### config.mk
export PLATFORM = sky130hd
export DESIGN_NAME = adder_arbiter_28b
export DESIGN_NICKNAME = d
export VERILOG_FILES = /design/src/rtl/adder_arbiter_28b.sv
export SDC_FILE = /design/constraint.sdc
export NUM_CORES = 1
export LEC_CHECK = 0
export CAP_MARGIN = 20
export CORE_ASPECT_RATIO = 1.2
export CORE_MARGIN = 8
export CORE_UTILIZATION = 25
export CTS_BUF_LIST = sky130_fd_sc_hd__clkbuf_8
export DETAILED_ROUTE_END_ITERATION = 10
export PLACE_DENSITY = 0.57
export SYNTH_ARGS = -nofsm -noshare
export SYNTH_HDL_FRONTEND = slang
export SYNTH_SLANG_ARGS = --single-unit
### constraint.sdc
create_clock -name clk -period 6.9 [get_ports clk]
set_input_delay 1.035 -clock clk [delete_from_list [all_inputs] [get_ports clk]]
set_output_delay 1.035 -clock clk [all_outputs]
set_load 0.03 [all_outputs]
### src/rtl/adder_arbiter_28b.sv
// adder_arbiter_28b
//
// Round-robin arbiter sharing one registered (WIDTH+1)-bit adder between four
// requesters. One requester is granted per cycle; its a + b + cin lands in a
// result register that is presented with the requester ID on a valid/ready
// result port. A pop and a new accept may happen on the same edge, so the
// block sustains one result per cycle while the consumer is ready.
//
// Optional feature: define ADDER_ARB_STATS_EN to add grant_cnt, four
// saturating 16-bit per-requester accept counters.
//
// Ports:
//   clk        rising-edge clock
//   rstn       asynchronous active-low reset
//   req_valid  per-requester operand valid
//   req_ready  per-requester accept strobe (one-hot or zero)
//   req_a      packed operand A, requester i at [i*WIDTH +: WIDTH]
//   req_b      packed operand B, same packing
//   req_cin    per-requester carry-in
//   res_valid  result register holds a result
//   res_ready  consumer takes the result
//   res_sum    a + b + cin of the granted request, full width
//   res_id     index of the requester that produced res_sum
//   grant_cnt  (ADDER_ARB_STATS_EN only) counter i at [i*16 +: 16]

module adder_arbiter_28b #(
  parameter int unsigned WIDTH = 28,
  parameter int unsigned N_REQ = 4
) (
  input  logic                   clk,
  input  logic                   rstn,
  input  logic [N_REQ-1:0]       req_valid,
  output logic [N_REQ-1:0]       req_ready,
  input  logic [N_REQ*WIDTH-1:0] req_a,
  input  logic [N_REQ*WIDTH-1:0] req_b,
  input  logic [N_REQ-1:0]       req_cin,
  output logic                   res_valid,
  input  logic                   res_ready,
  output logic [WIDTH:0]         res_sum,
  output logic [1:0]             res_id
`ifdef ADDER_ARB_STATS_EN
  ,
  output logic [N_REQ*16-1:0]    grant_cnt
`endif
);

  typedef enum logic [0:0] {StEmpty, StFull} state_e;

  state_e     state_q;
  logic [1:0] rr_ptr_q;

  logic [1:0]     win;
  logic           win_found;
  logic           can_accept;
  logic           accept;
  logic [WIDTH-1:0] a_sel;
  logic [WIDTH-1:0] b_sel;
  logic [WIDTH:0]   sum_d;

  // Search from rr_ptr upward, wrapping; 2-bit index arithmetic gives the wrap.
  always_comb begin
    logic [1:0] idx;
    win       = '0;
    win_found = 1'b0;
    idx       = '0;
    for (int k = 0; k < N_REQ; k++) begin
      idx = rr_ptr_q + 2'(k);
      if (!win_found && req_valid[idx]) begin
        win_found = 1'b1;
        win       = idx;
      end
    end
  end

  // Free slot now, or the held result leaves on this same edge.
  assign can_accept = (state_q == StEmpty) || res_ready;

  always_comb begin
    req_ready = '0;
    if (rstn && win_found && can_accept) begin
      req_ready[win] = 1'b1;
    end
  end

  assign accept = |(req_valid & req_ready);

  assign a_sel = req_a[win*WIDTH +: WIDTH];
  assign b_sel = req_b[win*WIDTH +: WIDTH];
  assign sum_d = {1'b0, a_sel} + {1'b0, b_sel} + (WIDTH+1)'(req_cin[win]);

  always_ff @(posedge clk or negedge rstn) begin
    if (!rstn) begin
      state_q  <= StEmpty;
      res_sum  <= '0;
      res_id   <= '0;
      rr_ptr_q <= '0;
    end else begin
      if (accept) begin
        res_sum  <= sum_d;
        res_id   <= win;
        rr_ptr_q <= win + 2'd1;
        state_q  <= StFull;
      end else if ((state_q == StFull) && res_ready) begin
        // Popped with nothing new: sum/id keep their stale values.
        state_q <= StEmpty;
      end
    end
  end

  assign res_valid = (state_q == StFull);

`ifdef ADDER_ARB_STATS_EN
  always_ff @(posedge clk or negedge rstn) begin
    if (!rstn) begin
      grant_cnt <= '0;
    end else begin
      for (int i = 0; i < N_REQ; i++) begin
        if (accept && (win == 2'(i)) && (grant_cnt[i*16 +: 16] != 16'hFFFF)) begin
          grant_cnt[i*16 +: 16] <= grant_cnt[i*16 +: 16] + 16'd1;
        end
      end
    end
  end
`endif

endmodule

==> impl_summary.md <==
Power and ir drop
The leakage component of the power is between 3 and 4 nW. Dividing total power by cell area gives a power density of 441 nW/µm². Power comes to 3.38 mW. Across the VDD grid, the largest voltage drop is 0.158 mV.

Drt
The per-cell routed wire length is 17.4 µm. The routed design has between 20 and 25 mm of wire. In the routed layout, each cell is associated on average with a via count of 4.78. The number of DRC markers in iteration 0 is 327. Before antenna repair, the detailed router went through 5 iterations. The number of remaining DRC errors is 0. The remaining antenna violation count is 0. The total number of vias is 5901.

Floorplan
The core area is 18600 µm². The initialized floorplan defines 55 standard-cell rows. The die area is 23400 µm². Once the floorplan was initialized, standard cells occupied 25.2% of the core. The total I/O pin count is approximately 270. The vertical die dimension is 166 µm.

The overall die width is between 100 and 150 µm.

Synthesis
Yosys printed 0 warnings. The share of the yosys chip area belonging to registers is 18.1%. The synthesized netlist contains 53 unique library cells. The number of standard cells after synthesis is 746. After synthesis, the mean cell area works out to 6.29 µm². The share of the synthesized area in compound gates (AO/OA/AOI/OAI) is a little under a quarter. The synthesized netlist occupies a cell area of 4690 µm². In the synthesized netlist, mux cells make up 0.213% of the area.

In this run, synthesis inferred 0 flip-flops with an integrated enable. The synthesized design contains 34 register bits. Of the total synthesized cell area, the portion taken by AND, OR, NAND and NOR gates is between 30% and 40%. The area share of fa/ha/maj cells after synthesis is 9.12%. The XOR/XNOR share of the synthesized area is 4.11%. The largest family of logic cells by synthesized area is simple AND/OR/NAND/NOR gates. The number of nets produced by synthesis is 1014.

The most instantiated flip-flop cell in the synthesis netlist is sky130_fd_sc_hd__dfrtp_1. Of all flip-flops after synthesis, the portion carrying an async set or reset was 100%.

Global route
The via count of the first global-routing pass came to 6084. After global routing the overflow that remains totals 0. Entering global routing, the biggest net connects 75 pins. The global-route wire length before repair is 33.7 mm. Global routing used between 15 and 20% of the available tracks. The number of antenna violations at the first check in global routing is 0.

Timing
The number of failing hold endpoints at the final stage was 0. The remaining max-slew budget at the tightest pin is 47.0%. The setup TNS is 0 ns.

For the pin with the worst max-slew slack, the measured transition is about 0.80 ns. The final number of max-transition violations was 0. Timing would allow up to 186 MHz. Clock skew on the completed layout was measured at 0.00894 ns. The minimum clock period after layout is between 5 and 6 ns.

Setup repair after global routing left no endpoint under its margin. Setup violations remaining at the end of the flow were counted as 0. The worst path uses 78.1% of the clock period.

Clocking
The post-cts sizing count is 0. The root buffer cell is sky130_fd_sc_hd__clkbuf_8. The post-cts hold buffer count is 0. The level count of the clock H-tree is 2. The register clock-pin slew on the reported worst setup and hold paths is 0.08 ns. The clock latency on the worst-skew pair is 0.30 ns.

The TritonCTS clock tree is yes. In this run the deepest clock path goes through 2 buffers. Clock tree synthesis inserted a total of 5 buffers.

CTS saw 34 sinks. Post-CTS timing repair inserted 0 buffers for setup.

Final layout
The number of fill cells in the layout is 2000. The count of inserted antenna diode cells is 0. The final layout net count is 1246.

From synthesis to final layout, the design area changed by 63.5%. The most common library cell in the layout ignoring fill and taps is sky130_fd_sc_hd__nand2_1. The top cell types in the final layout, fill and taps aside, are 279 x sky130_fd_sc_hd__nand2_1, 269 x sky130_fd_sc_hd__clkdlybuf4s50_1, 59 x sky130_fd_sc_hd__a31oi_1. Cells with a size suffix above 1 make up 2.96% of the layout.

Critical path
The largest delay contributor family on the critical path is buffers and inverters. The critical path buffer and inverter count is 4. For this design, the slowest cell found on the critical path is sky130_fd_sc_hd__buf_4. At the worst endpoint, the required time is a little over 7 ns. In this design, the stage delay of the slowest critical-path cell is around 0.66 ns. The critical path in this run is classified as input port to flip-flop.

The critical path launch point type is an input port. Traced cell by cell, the critical path runs through clkdlybuf4s50_1 > mux2i_1 > nor2_1 > nor3_4 > buf_4 > buf_4 > nand2_1 > nand3_1 > o21ai_1 > fa_1 > inv_1 > fa_1 > a21oi_1 > o221ai_2 > o22ai_1 > o31ai_2 > a41oi_1 > xor2_1 > o21ai_1. STA classifies the critical path endpoint as a flip-flop.

Data on the critical path arrives at its endpoint at 5.55 ns. Along the worst path, the maximum fanout reaches 74.

Run status
The run finished with clean final reports.

Placement
During placement, the flow inserted port buffers numbering 270. The placed wire-length estimate after detailed placement is around 18 mm. Routability-driven placement finished with a final weighted congestion of 0.864.

Hold path
The type of the most critical hold path is flip-flop to flip-flop.

Run
The max-capacitance violation count is 0.
## logic make-up after synthesis
logic type      count (synthesis)
xor+xnor                       22
fa+ha+maj                      33
compound gates                176
mux                             1
simple gates                  415
flops                          34
buf+inv                        65
## Yosys cell counts, types with 2 or more instances
cell type,number,area share (%)
sky130_fd_sc_hd__clkbuf_1,22,1.8
sky130_fd_sc_hd__xor2_1,8,1.5
sky130_fd_sc_hd__o31ai_1,3,0.48
sky130_fd_sc_hd__or3_1,2,0.27
sky130_fd_sc_hd__and3_1,56,7.5
sky130_fd_sc_hd__nand4_1,7,0.93
sky130_fd_sc_hd__a41oi_1,2,0.37
sky130_fd_sc_hd__o21ai_0,34,3.6
sky130_fd_sc_hd__a211o_1,2,0.37
sky130_fd_sc_hd__buf_4,4,0.64
sky130_fd_sc_hd__a22oi_1,3,0.48
sky130_fd_sc_hd__o31ai_2,2,0.53
sky130_fd_sc_hd__o21bai_1,3,0.48
sky130_fd_sc_hd__inv_2,2,0.16
sky130_fd_sc_hd__nand2b_1,3,0.40
sky130_fd_sc_hd__nand3_1,18,1.9
sky130_fd_sc_hd__a21o_1,12,1.9
sky130_fd_sc_hd__nor2_1,33,2.6
sky130_fd_sc_hd__a31oi_1,59,7.9
sky130_fd_sc_hd__fa_1,2,0.85
sky130_fd_sc_hd__nor4_1,2,0.27
sky130_fd_sc_hd__xnor2_1,14,2.6
sky130_fd_sc_hd__buf_2,22,2.3
sky130_fd_sc_hd__buf_1,4,0.32
sky130_fd_sc_hd__ha_1,31,8.3
sky130_fd_sc_hd__and2_1,6,0.80
sky130_fd_sc_hd__o21a_1,4,0.64
sky130_fd_sc_hd__inv_1,11,0.88
sky130_fd_sc_hd__a211oi_1,3,0.48
sky130_fd_sc_hd__dfrtp_1,34,18
sky130_fd_sc_hd__o21ai_1,8,0.85
sky130_fd_sc_hd__nor3_1,3,0.32
sky130_fd_sc_hd__nand2_1,280,22
sky130_fd_sc_hd__a21oi_1,28,3.0
## power breakdown
group,switching (mW),internal [mW]
clock network,0.0803,0.145
logic,1.69,1.11
registers,0.0590,0.297
## flip-flops by register name, summed over array words and instances, names as in the netlist
name,count
res_id,2
res_sum,29
res_valid,1
rr_ptr_q,2
## stage by stage
stage | setup WS, ns | hold slack, ns | cell area, µm² | utilization, % | instances
CTS | 1.51 | 0.482 | 7670 | 41.2 | 1235
global route | 1.14 | 0.503 | 7670 | 41.2 | 1235
detailed placement | 1.20 | 0.463 | 7540 | 40.4 | 1227
global placement | 1.26 | 0.461 | 7540 | 40.4 | 1227
finish | 1.51 | 0.477 | 7670 | 41.2 | 1235
floorplan | 2.81 | 0.519 | 4690 | - | 746
## layout make-up
| cell class | instances | area [µm²] | area share (%) |
|---|---|---|---|
| Clock buffer | 5 | 68.8 | 0.897 |
| Clock inverter | 3 | 68.8 | 0.897 |
| Inverter | 13 | 50.0 | 0.652 |
| Multi-Input combinational cell | 647 | 3570 | 46.5 |
| Sequential cell | 34 | 851 | 11.1 |
| Tap cell | 256 | 320 | 4.17 |
| Timing Repair Buffer | 277 | 2750 | 35.8 |
## worst reg2reg max path: stages, from the launching register on
cell	delay (ns)
sky130_fd_sc_hd__dfrtp_1	0.49
sky130_fd_sc_hd__mux2i_1	0.22
sky130_fd_sc_hd__nor2_1	0.08
sky130_fd_sc_hd__nor3_4	0.21
sky130_fd_sc_hd__buf_4	0.43
sky130_fd_sc_hd__buf_4	0.68
sky130_fd_sc_hd__nand2_1	0.17
sky130_fd_sc_hd__nand3_1	0.11
sky130_fd_sc_hd__o21ai_1	0.10
sky130_fd_sc_hd__fa_1	0.48
sky130_fd_sc_hd__inv_1	0.09
sky130_fd_sc_hd__fa_1	0.20
sky130_fd_sc_hd__a21oi_1	0.11
sky130_fd_sc_hd__o221ai_2	0.27
sky130_fd_sc_hd__o22ai_1	0.17
sky130_fd_sc_hd__o31ai_2	0.33
sky130_fd_sc_hd__a41oi_1	0.18
sky130_fd_sc_hd__xor2_1	0.16
sky130_fd_sc_hd__o21ai_1	0.07
## worst paths after layout
path | start | to | slack, ns | cells after the start
min reg2reg | res_sum[1] | res_sum[1] | 0.48 | 2
min | res_sum[1] | res_sum[1] | 0.48 | 2
min in group asynchronous | rstn | res_valid | 0.82 | 1
max in group asynchronous | rstn | res_sum[28] | 5.58 | 1
max reg2reg | rr_ptr_q[1] | res_sum[22] | 2.20 | 18
max | req_valid[0] | res_sum[22] | 1.51 | 19
## routing by layer
| layer | track usage (%) | vias up | share of wire [%] |
|---|---|---|---|
| li1 | - | 3043 | - |
| met1 | 22.2 | 2659 | 43 |
| met2 | 31.4 | 183 | 49 |
| met3 | 3.28 | 16 | 5.9 |
| met4 | 4.73 | 0 | 1.7 |
| met5 | 0 | - | 0 |
No activity file was read; power rests on OpenSTA's default activity.
